<file path="src/rtl/garota_multi.sv">
// ---------------------------------------------------------------------------
// garota_multi
//
// Multi-region GAROTA-style access monitor. Watches CPU data writes, DMA
// accesses, interrupt/GIE state and program-counter flow around a trusted
// code block (TCB). Any violation while running trips the monitor. Once
// tripped, it asserts a processor reset request for at least HOLD_CYCLES
// cycles and until the CPU is fetching from RESET_HANDLER.
//
// Ports
//   clk         in   system clock, rising-edge
//   puc_rst     in   asynchronous active-high reset
//   pc          in   current program counter [15:0]
//   data_en     in   CPU data access enable
//   data_wr     in   CPU data write strobe
//   data_addr   in   CPU data address [15:0]
//   dma_en      in   DMA access strobe
//   dma_addr    in   DMA address [15:0]
//   irq         in   interrupt taken
//   gie         in   global interrupt enable
//   reset       out  registered processor reset request
//   viol_cause  out  sticky cause bits [NUM_REGIONS+2:0]
//                    bit i   : protected region i
//                    bit N   : TCB atomicity (bad entry/exit)
//                    bit N+1 : interrupt or DMA while in TCB
//                    bit N+2 : GIE set while in TCB
//   viol_count  out  saturating trip counter [7:0]
// ---------------------------------------------------------------------------
module garota_multi #(
    parameter int                          NUM_REGIONS   = 4,
    parameter logic [16*NUM_REGIONS-1:0]   REGION_BASE   = {16'h0020, 16'h0130, 16'h0080, 16'hE000},
    parameter logic [16*NUM_REGIONS-1:0]   REGION_SIZE   = {16'h0006, 16'h00D0, 16'h0010, 16'h1FFF},
    parameter logic [NUM_REGIONS-1:0]      REGION_DMA    = 4'b1111,
    parameter logic [15:0]                 TCB_BASE      = 16'hFAE0,
    parameter logic [15:0]                 TCB_SIZE      = 16'h03FC,
    parameter logic [15:0]                 RESET_HANDLER = 16'h0000,
    parameter logic [7:0]                  HOLD_CYCLES   = 8'd4
) (
    input  logic                     clk,
    input  logic                     puc_rst,
    input  logic [15:0]              pc,
    input  logic                     data_en,
    input  logic                     data_wr,
    input  logic [15:0]              data_addr,
    input  logic                     dma_en,
    input  logic [15:0]              dma_addr,
    input  logic                     irq,
    input  logic                     gie,
    output logic                     reset,
    output logic [NUM_REGIONS+2:0]   viol_cause,
    output logic [7:0]               viol_count
);

    localparam logic [15:0] TCB_END = TCB_BASE + TCB_SIZE;

    typedef enum logic [0:0] {
        RUN  = 1'b0,
        TRIP = 1'b1
    } state_t;

    // Inclusive range test; the upper bound is formed in 17 bits so a region
    // reaching 16'hFFFF does not wrap around to zero.
    function automatic logic in_range(input logic [15:0] a,
                                      input logic [15:0] base,
                                      input logic [15:0] size);
        logic [16:0] hi;
        hi = {1'b0, base} + {1'b0, size};
        return ({1'b0, a} >= {1'b0, base}) && ({1'b0, a} <= hi);
    endfunction

    state_t                 state_q, state_d;
    logic                   reset_q, reset_d;
    logic [7:0]             hold_q, hold_d;
    logic [15:0]            prev_pc_q, prev_pc_d;
    logic [NUM_REGIONS+2:0] cause_q, cause_d;
    logic [7:0]             count_q, count_d;

    logic                   tcb_now;
    logic                   tcb_prev;
    logic [NUM_REGIONS-1:0] v_region;
    logic                   v_at;
    logic                   v_irq;
    logic                   v_gie;
    logic [NUM_REGIONS+2:0] v_all;
    logic                   viol;

    // Violation detection (purely combinational on this cycle's inputs).
    always_comb begin
        tcb_now  = in_range(pc, TCB_BASE, TCB_SIZE);
        tcb_prev = in_range(prev_pc_q, TCB_BASE, TCB_SIZE);

        v_region = '0;
        for (int i = 0; i < NUM_REGIONS; i++) begin
            v_region[i] =
                (data_en && data_wr && !tcb_now &&
                 in_range(data_addr, REGION_BASE[16*i +: 16], REGION_SIZE[16*i +: 16])) ||
                (REGION_DMA[i] && dma_en &&
                 in_range(dma_addr, REGION_BASE[16*i +: 16], REGION_SIZE[16*i +: 16]));
        end

        // The TCB may only be entered at its first word and left from its last.
        v_at  = (!tcb_prev && tcb_now && (pc != TCB_BASE)) ||
                (tcb_prev && !tcb_now && (prev_pc_q != TCB_END));
        v_irq = tcb_now && (irq || dma_en);
        v_gie = tcb_now && gie;

        v_all = {v_gie, v_irq, v_at, v_region};
        viol  = |v_all;
    end

    // Next-state logic.
    always_comb begin
        state_d   = state_q;
        hold_d    = hold_q;
        cause_d   = cause_q;
        count_d   = count_q;
        prev_pc_d = pc;

        case (state_q)
            RUN: begin
                if (viol) begin
                    state_d = TRIP;
                    hold_d  = HOLD_CYCLES - 8'd1;
                    cause_d = cause_q | v_all;
                    count_d = (count_q == 8'hFF) ? 8'hFF : count_q + 8'd1;
                end
            end
            TRIP: begin
                // Violations are deliberately ignored here: the CPU is
                // already being reset.
                if (hold_q == 8'd0) begin
                    if (pc == RESET_HANDLER) begin
                        state_d = RUN;
                    end
                end else begin
                    hold_d = hold_q - 8'd1;
                end
            end
            default: begin
                state_d = RUN;
            end
        endcase

        reset_d = (state_d == TRIP);
    end

    always_ff @(posedge clk or posedge puc_rst) begin
        if (puc_rst) begin
            state_q   <= RUN;
            reset_q   <= 1'b0;
            hold_q    <= 8'd0;
            prev_pc_q <= RESET_HANDLER;
            cause_q   <= '0;
            count_q   <= 8'd0;
        end else begin
            state_q   <= state_d;
            reset_q   <= reset_d;
            hold_q    <= hold_d;
            prev_pc_q <= prev_pc_d;
            cause_q   <= cause_d;
            count_q   <= count_d;
        end
    end

    assign reset      = reset_q;
    assign viol_cause = cause_q;
    assign viol_count = count_q;

endmodule

</file>
<file path="config.mk">
export PLATFORM = sky130hd
export DESIGN_NAME = garota_multi
export DESIGN_NICKNAME = d
export VERILOG_FILES = /design/src/rtl/garota_multi.sv
export SDC_FILE = /design/constraint.sdc
export NUM_CORES = 1
export LEC_CHECK = 0
export CAP_MARGIN = 30
export CORE_UTILIZATION = 45
export DETAILED_ROUTE_END_ITERATION = 10
export GPL_TIMING_DRIVEN = 1
export PLACE_DENSITY_LB_ADDON = 0.12
export SLEW_MARGIN = 10
export SYNTH_ARGS = -nofsm -noshare
export SYNTH_HDL_FRONTEND = slang
export SYNTH_SLANG_ARGS = --single-unit
</file>
<file path="constraint.sdc">
create_clock -name clk -period 2.6 [get_ports clk]
set_input_delay 0.52 -clock clk [delete_from_list [all_inputs] [get_ports clk]]
set_output_delay 0.52 -clock clk [all_outputs]
set_load 0.01 [all_outputs]
</file>
Yosys cells after proc, flatten, opt, wreduce, memory -nomap -nowiden
Index checks and enable logic that the tools add are counted.

storage, ports and cells
  register bits after elaboration = 40
  bits of input ports = 55
  output and inout bits = 16
  logic and storage cells = 77

operators by class
  add/sub/neg operators = 2
  $lt $le $gt $ge = 18
  equal/unequal tests = 5
  muxes and demuxes = 8
  bitwise operators = 2
  reduce and logical (&&, ||, !) cells = 37

operators by type and width
  operator                number
  $ge A16 B16 Y1 const B  4
  $ge A16 B6 Y1 const B   2
  $ge A16 B8 Y1 const B   2
  $ge A16 B9 Y1 const B   2
  $le A16 B10 Y1 const B  2
  $le A16 B16 Y1 const B  2
  $le A16 B6 Y1 const B   2
  $le A16 B8 Y1 const B   2
  $ne A16 B16 Y1 const B  2
  $logic_and A1 B1 Y1     24
  $mux W8                 3
  $logic_not A16 Y1       1
  $pmux W8 S2             1
  $add A8 B1 Y8 const B   1
  $eq A8 B8 Y1 const B    1
  $logic_not A8 Y1        1
  $sub A8 B1 Y8 const B   1
  $or A7 B7 Y7            1
  $reduce_or A7 Y1        1
  $logic_or A1 B1 Y1      6
  $ne A2 B2 Y1 const B    2
  $reduce_and A2 Y1       2
  $mux W1                 3
  $logic_not A1 Y1        2
  other kinds (2)         2

Logic depth before layout (Yosys ltp)
Gate-level depths: netlist of the first run.

  depth after elaboration = 9
  mapped depth = 8
  mapped depth without buffers = 8

Least setup slack after synthesis of the first run
Ideal clock, no wire load.

  path type = input to register
  from = input port pc[11]
  to = register count_q[7], in the netlist viol_count[7]
  library setup time = 0.127 ns
  arrival = 2.410 ns
  required time = 2.473 ns
  setup slack = 0.063 ns
  stages on the path = 8
  buffers on the path = 1
  path through = and3_1 nand3_1 or4b_1 buf_2 nor3_2 nor3_4 a2111oi_1 mux2_1

between the ends
  word-level cells in the longest chain between the ends = 8
  elaborated cells between the ends (all ways) = 23
  classes of those cells = order compare (2); eq/ne (1); reduce/logical (20)

ends and longest elaborated chain
  what                                                        RTL line  RTL
  start: declaration                                          41        input logic [15:0] pc,
  $ge A16 B16 Y1 / $le A16 B16 Y1 (equally long branches)     68        return ({1'b0, a} >= {1'b0, base}) && ({1'b0, a} <= hi);
  $logic_and A1 B1 Y1                                         68
  $logic_not A1 Y1                                            95, 103
  $logic_and A1 B1 Y1, on equally long branches (2 in a row)  103, 95
  $logic_or A1 B1 Y1, on equally long branches                102, 96
  $reduce_or A7 Y1 *                                          108       viol = |v_all;
  $reduce_and A2 Y1 (no source line) *                        -
  end signal: assignment                                      161       count_q <= count_d;
  end: declaration                                            76        logic [7:0] count_q, count_d;

Every way passes the cells marked *; elsewhere a longest branch is shown, timed or not.
A chain may end at the register's enable or synchronous reset.

Final worst setup path of the first run
  from = register prev_pc_q[8]
  to = register count_q[7], in the netlist viol_count[7]

between the ends
  word-level cells in the longest chain between the ends = 8
  elaborated cells between the ends (all ways) = 12
  classes of those cells = order compare (2); eq/ne (1); reduce/logical (9)

ends and longest elaborated chain
  what                                                     RTL line  RTL
  start: declaration                                       74        logic [15:0] prev_pc_q, prev_pc_d;
  start signal: assignment                                 159       prev_pc_q <= prev_pc_d;
  $ge A16 B16 Y1 / $le A16 B16 Y1 (equally long branches)  68
  $logic_and A1 B1 Y1                                      68
  $logic_not A1 Y1                                         102       v_at = (!tcb_prev && tcb_now && (pc != TCB_BASE)) ||
  $logic_and A1 B1 Y1 (2 in a row)                         102
  $logic_or A1 B1 Y1 *                                     102
  $reduce_or A7 Y1 *                                       108
  $reduce_and A2 Y1 (no source line) *                     -

Marked as above.

==> run_results.csv, run 1 <==
group,metric,value,unit
outcome,run_status,"finished, violations left",
outcome,violations_in_the_final_reports,"setup timing",
worst_setup_path,slowest_delay,0.54,ns
worst_setup_path,worst-r2r-setup-slack,-0.03,ns
logic_synthesis,yosys.cell_types.count,49,
logic_synthesis,synth_enable_flop_cells,0,
logic_synthesis,synth_flop_cell,"sky130_fd_sc_hd__dfrtp_1",
worst_setup_path,critical_path.max_fanout,3,
logic_synthesis,post_synth_main_area_contributors,"sky130_fd_sc_hd__dfrtp_1 48%, sky130_fd_sc_hd__nand3_1 4.1%, sky130_fd_sc_hd__nand2_1 3.8%, sky130_fd_sc_hd__mux2_1 3.2%, sky130_fd_sc_hd__nor2_1 2.2%",
die,ios,71,
worst_setup_path,worstSetupEndpointType,"flip-flop",
timing,finalMaxSlewViolations,0,
die,die_h,70.1,um
timing,timing.slew.headroom,59.3,%
power,vdd_ir_drop_max,0.000198,V
clock_tree,cts_inserted_buffers,5,
logic_synthesis,ys_seq_elements,40,
timing,final_critical_path_setup_slack,-0.0259,ns
logic_synthesis,netlist_area,2090,sq um
worst_setup_path,critical_path_cell_count,9,
grt,first_global_vias,2290,
timing,setup-tns-final,-0.0259,ns
logic_synthesis,synth_top_area_share,48.0,%
worst_setup_path,cp_top_delay_family,"compound AO/OA/AOI/OAI gates",
grt,grt_util_all_layers,27.8,%
logic_synthesis,syn-mean-instance-area,9.84,sq um
worst_setup_path,critPathCapture,"viol_count[7]$_DFFE_PP0P_",
worst_setup_path,worst_path_max_delay_cell,"sky130_fd_sc_hd__a211oi_1",
timing,worst_margin_slew,0.607,ns
worst_setup_path,path_cells,"buf_4 -> nor2_1 -> a211oi_1 -> a211oi_2 -> nor3_4 -> nor3_4 -> buf_6 -> a2111oi_4 -> mux2_4",
cells_and_area,drive_above_1_share,27.7,%
power,leakagePower,1.50,nW
grt,first_pass_grt_wire_length,10.7,mm
worst_setup_path,r2r_cells,9,
logic_synthesis,yosysMostFrequentCell,"sky130_fd_sc_hd__dfrtp_1",
die,core.rowCount,24,
worst_setup_path,setup.worst_path.start,"prev_pc_q[8]$_DFF_PP0_",
routing,drc_errors,0,
logic_synthesis,synth_common_cells,"40 x sky130_fd_sc_hd__dfrtp_1, 21 x sky130_fd_sc_hd__nand2_1, 17 x sky130_fd_sc_hd__nand3_1",
die,die_width,70.1,um
timing,final-hold-violation-count,0,
timing,rsz0062_at_grt,"yes",
clock_tree,cts_tree,"done",
worst_setup_path,reg_to_reg_critical_path_endpoint,"viol_count[7]$_DFFE_PP0P_",
worst_setup_path,start_kind,"flip-flop",
timing,achievable_clock_frequency,0.381,GHz
clock_tree,clock-root-buffer,"sky130_fd_sc_hd__clkbuf_8",
routing,detail_route.wl_per_cell,16.6,um
worst_setup_path,cp_common_cell,"sky130_fd_sc_hd__nor3_4",
timing,hold-worst-slack,0.384,ns
clock_tree,clock_tree.htree_level_count,2,
routing,detail_route.vias_per_cell,5.79,
routing,route.antenna.remaining_nets,0,
clock_tree,worst_setup_hold_path_clk_slew,0.08,ns
job,drv.max_cap_violation_count,0,
worst_setup_path,critical_path.n_buffers_inverters,2,
power,post-layout-total-power,1.28,mW
worst_hold_path,worstHoldPathCells,1,
placement,port_buffers,70,
logic_synthesis,yosysWarningCount,0,
cells_and_area,nFillCells,277,
placement,post_placement_worst_setup_slack,-0.693,ns
routing,dr_total_vias,2263,
cells_and_area,fin_nets,395,
timing,timing.final.crit_period,2.63,ns
cells_and_area,number_of_inserted_diodes,0,
cells_and_area,post-route-util,79.8,%
power,pwr_density_cell,363,nW/um^2
worst_hold_path,timing.hold.worst.class,"input port to flip-flop",
grt,grt_antenna_before_repair,0,
logic_synthesis,mappedNetlistNets,269,
worst_setup_path,critPathKind,"flip-flop to flip-flop",
clock_tree,clk-insertion-delay-late,0.30,ns
grt,largest_net_degree_at_the_start_of_global_routing,41,
placement,gp_congestion,0.823,
logic_synthesis,synth_cells,212,
worst_setup_path,timing.critical_path.arrival,2.81,ns
timing,finalCritPeriodShare,101,%
logic_synthesis,seq_area_frac_synth,48.0,%
logic_synthesis,synth_top_area_cell,"sky130_fd_sc_hd__dfrtp_1",
die,die_area,4910,sq um
die,initial_util,47.3,%
timing,report.final.setup_viol,1,
worst_setup_path,timing.critical_path.required,2.78,ns
routing,postRouteWirelength,6.51,mm
timing,timing.clock.skew,0.00819,ns
logic_synthesis,asyncSetResetFlopFracSynth,100,%
routing,detail_route.iter0.violations,152,
worst_setup_path,timing.rr.start,"prev_pc_q[8]$_DFF_PP0_",
placement,hpwl,4.06,mm
cells_and_area,area_delta_synth_final,69.0,%
grt,grt_overflow_total,0,
routing,firstDrtPassIters,4,
clock_tree,hold_buffers,0,
die,core-area,4410,sq um
clock_tree,cts_buffer_depth,2,
clock_tree,cts.sinks,40,
-- through the flow --
stage	instance area, sq um	std cells
2_1_floorplan	2090	212
3_3_place_gp	3120	368
3_5_place_dp	3120	368
4_1_cts	3490	390
5_1_grt	3520	391
6_report	3520	391
-- repair_timing --
action | 4_1_cts | 5_1_grt
buffers inserted | 14 | 3
pin swaps | 12 | 6
hold endpoints to repair | 0 | 0
endpoints found under the setup margin | 17 | 16
gates cloned | 1 | 0
gates resized for setup | 47 | 14
-- registers in the layout, indices dropped and copies added, names as in the netlist --
signal / count
viol_cause: 7
hold_q: 8
prev_pc_q: 16
viol_count: 8
reset: 1
-- worst register-to-register path, delay by kind of cell, from the launching register on --
family	cells	cell delay (ns)
mux	1	0.34
compound gates	3	1.14
buf+inv	2	0.27
simple gates	3	0.42
flops	1	0.35
-- power by group --
group / total, mW / switching, mW / internal, mW
combinational: 0.202 / 0.0838 / 0.118
sequential: 0.641 / 0.00598 / 0.635
clock: 0.436 / 0.220 / 0.216
total: 1.28 / 0.310 / 0.969
-- worst min path at each step --
stage                                      endpoint                       from  slack [ns]
after detailed placement  viol_cause[5]$_DFFE_PP0P_  viol_cause[5]$_DFFE_PP0P_        0.45
after CTS                 viol_cause[5]$_DFFE_PP0P_  viol_cause[5]$_DFFE_PP0P_        0.47
after global placement    viol_cause[5]$_DFFE_PP0P_  viol_cause[5]$_DFFE_PP0P_        0.44
after floorplan               hold_q[4]$_DFFE_PP0P_      hold_q[4]$_DFFE_PP0P_        0.46
after global routing         prev_pc_q[7]$_DFF_PP0_                      pc[7]        0.38
final                        prev_pc_q[6]$_DFF_PP0_                      pc[6]        0.38
-- logic make-up (layout without fill, tap and decap cells) --
family / count (synthesis) / after routing / share of synthesized area [%]
XOR/XNOR: 1 / 1 / 0.420
flip-flops: 40 / 40 / 48.0
adder cells (fa/ha/maj): 2 / 2 / 1.20
buffers and inverters: 11 / 137 / 2.04
multiplexers: 8 / 8 / 4.68
AND/OR/NAND/NOR: 99 / 99 / 26.2
AO/OA/AOI/OAI: 51 / 52 / 17.5
-- placed cells by master, fill, tap and decap left out, types with 5 or more instances in the layout --
cell | Yosys | final
sky130_fd_sc_hd__a21oi_1 | 7 | 6
sky130_fd_sc_hd__buf_4 | 0 | 45
sky130_fd_sc_hd__nor2_1 | 12 | 10
sky130_fd_sc_hd__nand3_1 | 17 | 16
sky130_fd_sc_hd__dlygate4sd2_1 | 0 | 14
sky130_fd_sc_hd__o21bai_1 | 5 | 5
sky130_fd_sc_hd__nor3_1 | 8 | 8
sky130_fd_sc_hd__clkbuf_8 | 0 | 6
sky130_fd_sc_hd__inv_1 | 8 | 8
sky130_fd_sc_hd__clkdlybuf4s50_1 | 0 | 52
sky130_fd_sc_hd__nand2_1 | 21 | 20
sky130_fd_sc_hd__dfrtp_1 | 40 | 40
sky130_fd_sc_hd__a31oi_1 | 6 | 6
sky130_fd_sc_hd__o21ai_1 | 7 | 5
-- final cells by class --
| cell class | count | area [sq um] | share of cell area, % |
|---|---|---|---|
| multi-input combinational | 162 | 1240 | 35.2 |
| timing repair buffer | 121 | 1090 | 31.1 |
| sequential | 40 | 1000 | 28.4 |
| clock buffer | 7 | 86.3 | 2.45 |
| tap | 52 | 65.1 | 1.85 |
| inverter | 8 | 30.0 | 0.852 |
| clock inverter | 1 | 7.51 | 0.213 |
-- routing by layer --
layer  share of wire [%]  track usage (%)
met1                  40             33.1
met2                  52             48.4
met3                 6.2             7.07
met4                 1.8             10.0
met5                   0                0
Power figures use the tool's default switching activity.
==> run 2, diff against run 1 <==
--- a/config.mk
+++ b/config.mk
@@ -6,7 +6,7 @@
 export NUM_CORES = 1
 export LEC_CHECK = 0
 export CAP_MARGIN = 30
-export CORE_UTILIZATION = 45
+export CORE_UTILIZATION = 38
 export DETAILED_ROUTE_END_ITERATION = 10
 export GPL_TIMING_DRIVEN = 1
 export PLACE_DENSITY_LB_ADDON = 0.12
==> run_results.csv, run 2 (synthesis results as in run 1) <==
group,metric,value,unit
grt,grt_util_all_layers,21.5,%
worst_setup_path,timing.rr.start,"prev_pc_q[8]$_DFF_PP0_",
clock_tree,clock-root-buffer,"sky130_fd_sc_hd__clkbuf_8",
die,core-area,5200,sq um
worst_hold_path,hp-start,"pc[9]",
timing,rsz0062_at_grt,"yes",
timing,finalCritPeriodShare,97.2,%
timing,finalMaxSlewViolations,0,
die,ios,71,
grt,first_global_vias,2027,
clock_tree,worst_setup_hold_path_clk_slew,0.08,ns
worst_setup_path,start_kind,"input port",
placement,hpwl,4.21,mm
clock_tree,cts_inserted_buffers,5,
routing,dr_total_vias,2077,
worst_setup_path,critPathKind,"input port to flip-flop",
worst_setup_path,critical_path.max_fanout,8,
clock_tree,clk-insertion-delay-late,0.30,ns
grt,grt_antenna_before_repair,0,
timing,worst_margin_slew,0.546,ns
cells_and_area,area_delta_synth_final,66.8,%
routing,drc_errors,0,
timing,report.final.setup_viol,0,
placement,gp_congestion,0.810,
worst_setup_path,path_cells,"dlygate4sd2_1 -> nand4_1 -> a21oi_1 -> or4b_4 -> nor3_4 -> nor3_4 -> buf_12 -> a2111oi_4 -> mux2_4",
timing,timing.final.crit_period,2.53,ns
clock_tree,cts.sinks,40,
worst_setup_path,worst-r2r-setup-slack,0.08,ns
routing,firstDrtPassIters,4,
die,die_area,5790,sq um
cells_and_area,drive_above_1_share,23.7,%
placement,port_buffers,70,
cells_and_area,mostFrequentLayoutCells,"53 x sky130_fd_sc_hd__clkdlybuf4s50_1, 40 x sky130_fd_sc_hd__dfrtp_1, 39 x sky130_fd_sc_hd__buf_4, 20 x sky130_fd_sc_hd__nand2_1, 17 x sky130_fd_sc_hd__nand3_1",
die,initial_util,40.1,%
worst_setup_path,worstSetupEndpointType,"flip-flop",
routing,detail_route.wl_per_cell,14.7,um
timing,final_critical_path_setup_slack,0.0734,ns
worst_hold_path,timing.hold.worst.class,"input port to flip-flop",
worst_hold_path,hold-path-endpoint,"prev_pc_q[9]$_DFF_PP0_",
worst_hold_path,worstHoldPathCells,1,
die,die_width,76.1,um
routing,detail_route.vias_per_cell,5.21,
timing,achievable_clock_frequency,0.396,GHz
cells_and_area,number_of_flip_flops_in_the_largest_register,16,
worst_setup_path,timing.critical_path.required,2.78,ns
routing,detail_route.iter0.violations,82,
clock_tree,clock_tree.htree_level_count,2,
power,post-layout-total-power,1.34,mW
worst_setup_path,critical_path.n_buffers_inverters,2,
power,leakagePower,1.50,nW
grt,grt_overflow_total,0,
outcome,run_status,"finished clean",
worst_setup_path,cp_top_delay_family,"simple AND/OR/NAND/NOR gates",
die,die_h,76.1,um
timing,timing.slew.headroom,63.4,%
cells_and_area,regMostFlops,"prev_pc_q",
routing,route.antenna.remaining_nets,0,
job,drv.max_cap_violation_count,0,
grt,largest_net_degree_at_the_start_of_global_routing,41,
worst_setup_path,reg_to_reg_critical_path_endpoint,"viol_count[3]$_DFFE_PP0P_",
worst_setup_path,timing.critical_path.arrival,2.71,ns
cells_and_area,layout.cells.most_common,"sky130_fd_sc_hd__clkdlybuf4s50_1",
routing,postRouteWirelength,5.87,mm
power,pwr_density_cell,386,nW/um^2
grt,first_pass_grt_wire_length,9.77,mm
die,core.rowCount,26,
clock_tree,cts_buffer_depth,2,
clock_tree,cts_tree,"done",
placement,post_placement_worst_setup_slack,-0.669,ns
worst_setup_path,r2r_cells,8,
timing,final-hold-violation-count,0,
timing,timing.clock.skew,0.00649,ns
worst_setup_path,slowest_delay,0.61,ns
worst_setup_path,worst_path_max_delay_cell,"sky130_fd_sc_hd__or4b_4",
power,vdd_ir_drop_max,0.000257,V
cells_and_area,number_of_inserted_diodes,0,
worst_setup_path,cp_common_cell,"sky130_fd_sc_hd__nor3_4",
cells_and_area,fin_nets,385,
run 2: cell types whose count changed in the layout (fill, tap and decap cells not counted), sizes merged:
| cell | previous run | this run |
|---|---|---|
| buf | 52 | 41 |
| dlymetal6s2s | 0 | 7 |
| dlygate4sd2 | 14 | 9 |
| clkbuf | 10 | 6 |
| bufinv | 0 | 1 |
| clkdlybuf4s50 | 52 | 53 |
| clkinv | 0 | 1 |
run 2: worst max path at each step:
stage	from	endpoint	cells past startpoint
after global placement	pc[9]	viol_count[0]$_DFFE_PP0P_	7
after global routing	pc[6]	viol_count[5]$_DFFE_PP0P_	9
after detailed placement	pc[9]	viol_count[5]$_DFFE_PP0P_	8
final	pc[6]	viol_count[7]$_DFFE_PP0P_	9
after floorplan	pc[11]	viol_count[7]$_DFFE_PP0P_	8
after CTS	pc[8]	viol_count[3]$_DFFE_PP0P_	8
run 2: metrics by stage:
step	hold slack [ns]	setup TNS (ns)	utilization (%)	std cells	instance area [sq um]
finish	0.397	0	66.9	399	3480
global route	0.390	-0.0207	66.9	399	3480
CTS	0.484	-0.0131	65.5	399	3410
detailed placement	0.460	-8.88	60.3	386	3140
global placement	0.445	-7.71	60.3	386	3140
floorplan	0.459	0	-	212	2090
run 2: routing by layer:
| metal | up-vias | GRT usage [%] | wire length, um |
|---|---|---|---|
| li1 | 1034 | - | - |
| met1 | 990 | 26.9 | 2630 |
| met2 | 41 | 36.4 | 2920 |
| met3 | 12 | 4.55 | 196 |
| met4 | 0 | 7.88 | 122 |
| met5 | - | 0 | 0 |
run 2: repair_timing:
action	4_1_cts	5_1_grt
endpoints found under the setup margin	17	10
gates resized for setup	27	21
endpoints found under the hold margin	0	0
hold buffers	0	0
buffers inserted	5	1
cloned	1	0
pin swaps	4	7
run 2: area by class of cell:
cell class / count / area (sq um)
clock buffers: 5 / 68.8
clock inverters: 3 / 42.5
fillers: 412 / 1730
inverters: 8 / 30.0
multi-input cells: 162 / 1220
flip-flops and latches: 40 / 1000
well taps: 70 / 87.6
repair buffers: 111 / 1030
run 2: power breakdown:
group	leakage [nW]	internal, mW	switching, mW
clock network	0.0541	0.284	0.224
registers	0.491	0.635	0.00610
logic	0.959	0.115	0.0782
==> run 3, diff against run 2 <==
--- a/config.mk
+++ b/config.mk
@@ -6,11 +6,11 @@
 export NUM_CORES = 1
 export LEC_CHECK = 0
 export CAP_MARGIN = 30
-export CORE_UTILIZATION = 38
+export CORE_UTILIZATION = 40
 export DETAILED_ROUTE_END_ITERATION = 10
 export GPL_TIMING_DRIVEN = 1
 export PLACE_DENSITY_LB_ADDON = 0.12
-export SLEW_MARGIN = 10
+export SLEW_MARGIN = 15
 export SYNTH_ARGS = -nofsm -noshare
 export SYNTH_HDL_FRONTEND = slang
 export SYNTH_SLANG_ARGS = --single-unit
==> run_results.csv, run 3 (synthesis results as in run 1) <==
group,metric,value,unit
cells_and_area,regMostFlops,"prev_pc_q",
grt,grt_overflow_total,0,
routing,dr_total_vias,2129,
timing,final-hold-violation-count,0,
grt,largest_net_degree_at_the_start_of_global_routing,41,
worst_setup_path,timing.rr.start,"prev_pc_q[8]$_DFF_PP0_",
outcome,run_status,"finished clean",
timing,setup-tns-final,0,ns
routing,drc_errors,0,
routing,detail_route.wl_per_cell,14.9,um
clock_tree,worst_setup_hold_path_clk_slew,0.08,ns
power,pwr_density_cell,367,nW/um^2
worst_setup_path,setup.worst_path.start,"pc[11]",
die,die_area,5510,sq um
timing,report.final.setup_viol,0,
die,die_h,74.2,um
placement,port_buffers,70,
cells_and_area,drive_above_1_share,23.4,%
power,share_seq_of_total_power,51.6,%
die,die_width,74.2,um
power,fraction_of_power_consumed_by_combinational_cells,15.2,%
routing,postRouteWirelength,5.90,mm
clock_tree,cts.sinks,40,
routing,detail_route.vias_per_cell,5.38,
cells_and_area,layout.cells.most_common,"sky130_fd_sc_hd__clkdlybuf4s50_1",
worst_setup_path,timing.critical_path.required,2.78,ns
die,ios,71,
timing,timing.slew.headroom,62.4,%
cells_and_area,mostFrequentLayoutCells,"50 x sky130_fd_sc_hd__clkdlybuf4s50_1, 41 x sky130_fd_sc_hd__buf_4, 40 x sky130_fd_sc_hd__dfrtp_1, 21 x sky130_fd_sc_hd__nand2_1, 17 x sky130_fd_sc_hd__nand3_1",
placement,gp_congestion,0.758,
worst_setup_path,r2r_cells,8,
clock_tree,cts_inserted_buffers,5,
power,post-layout-total-power,1.24,mW
power,clockPowerShare,33.2,%
grt,grt_util_all_layers,22.2,%
grt,first_global_vias,2114,
die,initial_util,42.7,%
die,core.rowCount,25,
routing,firstDrtPassIters,4,
placement,hpwl,4.36,mm
power,vdd_ir_drop_max,0.000207,V
power,leakagePower,1.46,nW
cells_and_area,fin_nets,385,
power,sw_pwr,0.309,mW
worst_hold_path,hold-path-endpoint,"prev_pc_q[6]$_DFF_PP0_",
worst_hold_path,worstHoldPathCells,1,
timing,timing.clock.skew,0.0160,ns
worst_setup_path,critical_path.max_fanout,5,
worst_setup_path,worst-r2r-setup-slack,0.11,ns
worst_setup_path,worst_path_max_delay_cell,"sky130_fd_sc_hd__or4b_4",
clock_tree,clock-root-buffer,"sky130_fd_sc_hd__clkbuf_8",
worst_setup_path,reg_to_reg_critical_path_endpoint,"viol_count[0]$_DFFE_PP0P_",
job,drv.max_cap_violation_count,0,
clock_tree,clk-insertion-delay-late,0.30,ns
clock_tree,clock_tree.htree_level_count,2,
clock_tree,cts_buffer_depth,2,
worst_setup_path,path_cells,"dlygate4sd2_1 -> and3_1 -> nand3_1 -> or4b_4 -> nor4b_1 -> buf_4 -> nor3_4 -> buf_4 -> a21oi_2 -> mux2_4",
cells_and_area,number_of_inserted_diodes,0,
clock_tree,hold_buffers,0,
clock_tree,cts_tree,"done",
routing,route.antenna.remaining_nets,0,
worst_setup_path,worstSetupEndpointType,"flip-flop",
worst_setup_path,critPathKind,"input port to flip-flop",
timing,finalMaxSlewViolations,0,
timing,finalCritPeriodShare,97.7,%
worst_setup_path,slowest_delay,0.61,ns
worst_setup_path,start_kind,"input port",
timing,timing.final.crit_period,2.54,ns
cells_and_area,area_delta_synth_final,62.7,%
worst_hold_path,timing.hold.worst.class,"input port to flip-flop",
cells_and_area,number_of_flip_flops_in_the_largest_register,16,
timing,achievable_clock_frequency,0.394,GHz
grt,first_pass_grt_wire_length,9.32,mm
routing,detail_route.iter0.violations,90,
timing,worst_margin_slew,0.565,ns
worst_setup_path,cp_common_cell,"sky130_fd_sc_hd__buf_4",
power,power.switching_fraction,24.8,%
worst_hold_path,hp-start,"pc[6]",
power,internal_power,0.935,mW
die,core-area,4880,sq um
grt,grt_antenna_before_repair,0,
worst_setup_path,timing.critical_path.arrival,2.72,ns
-- run 3: changes by cell type in the layout (fill, tap and decap cells not counted), moves of 2 or more --
cell / delta
sky130_fd_sc_hd__a21oi_1: -2
sky130_fd_sc_hd__buf_4: +2
sky130_fd_sc_hd__dlygate4sd2_1: +4
sky130_fd_sc_hd__dlymetal6s2s_1: -3
sky130_fd_sc_hd__clkdlybuf4s15_1: +2
sky130_fd_sc_hd__nor3_2: -2
sky130_fd_sc_hd__clkdlybuf4s50_1: -3
sky130_fd_sc_hd__nor3_1: +2
sky130_fd_sc_hd__a21oi_2: +3
-- run 3: metrics by stage --
step	util, %	cell area, sq um	hold slack, ns	instances	setup WS (ns)
after global routing	69.5	3390	0.396	396	-0.0186
after CTS	67.9	3320	0.469	395	0.00347
after detailed placement	64.4	3140	0.448	384	-0.630
final	69.5	3390	0.402	396	0.0609
after floorplan	-	2090	0.459	212	0.0626
after global placement	64.4	3140	0.441	384	-0.522
-- run 3: area by class of cell --
class | count | area [sq um]
clock inverters | 3 | 18.8
clock buffers | 5 | 68.8
repair buffers | 112 | 1010
multi-input cells | 161 | 1180
well taps | 67 | 83.8
fillers | 394 | 1490
inverters | 8 | 30.0
flip-flops and latches | 40 | 1000
-- run 3: how the worst max path moves through the flow --
stage	endpoint	slack, ns	cells after the start
after global routing	viol_count[7]$_DFFE_PP0P_	-0.02	10
after detailed placement	viol_count[7]$_DFFE_PP0P_	-0.63	8
after CTS	viol_count[5]$_DFFE_PP0P_	0.003	9
after global placement	viol_count[1]$_DFFE_PP0P_	-0.52	7
after floorplan	viol_count[7]$_DFFE_PP0P_	0.06	8
final	viol_count[0]$_DFFE_PP0P_	0.06	10
-- run 3: power by group through the flow --
stage	sequential, mW	clock, mW	combinational, mW
global placement	0.653	0	0.180
global route	0.643	0.443	0.206
floorplan	0.653	0	0.0410
detailed placement	0.654	0	0.183
finish	0.642	0.413	0.189
CTS	0.642	0.415	0.184
-- run 3: routing by layer --
metal	track usage, %	routed length [um]	vias to the layer above
li1	-	-	1028
met1	26.3	2500	1034
met5	0	0	-
met4	6.29	74	0
met2	41.2	3090	59
met3	3.66	245	8
-- run 3: timing repair --
action / 4_1_cts / 5_1_grt
cloned: 0 / 0
endpoints found under the setup margin: 17 / 10
resized for setup: 29 / 20
buffers inserted: 3 / 1
pin swaps: 11 / 12
-- run 3: worst max-delay path: cells and delay by family --
kind	cells	cell delay [ns]
muxes	1	0.33
buffers and inverters	3	0.55
AOI/OAI and AO/OA	1	0.09
and+or+nand+nor	5	1.22
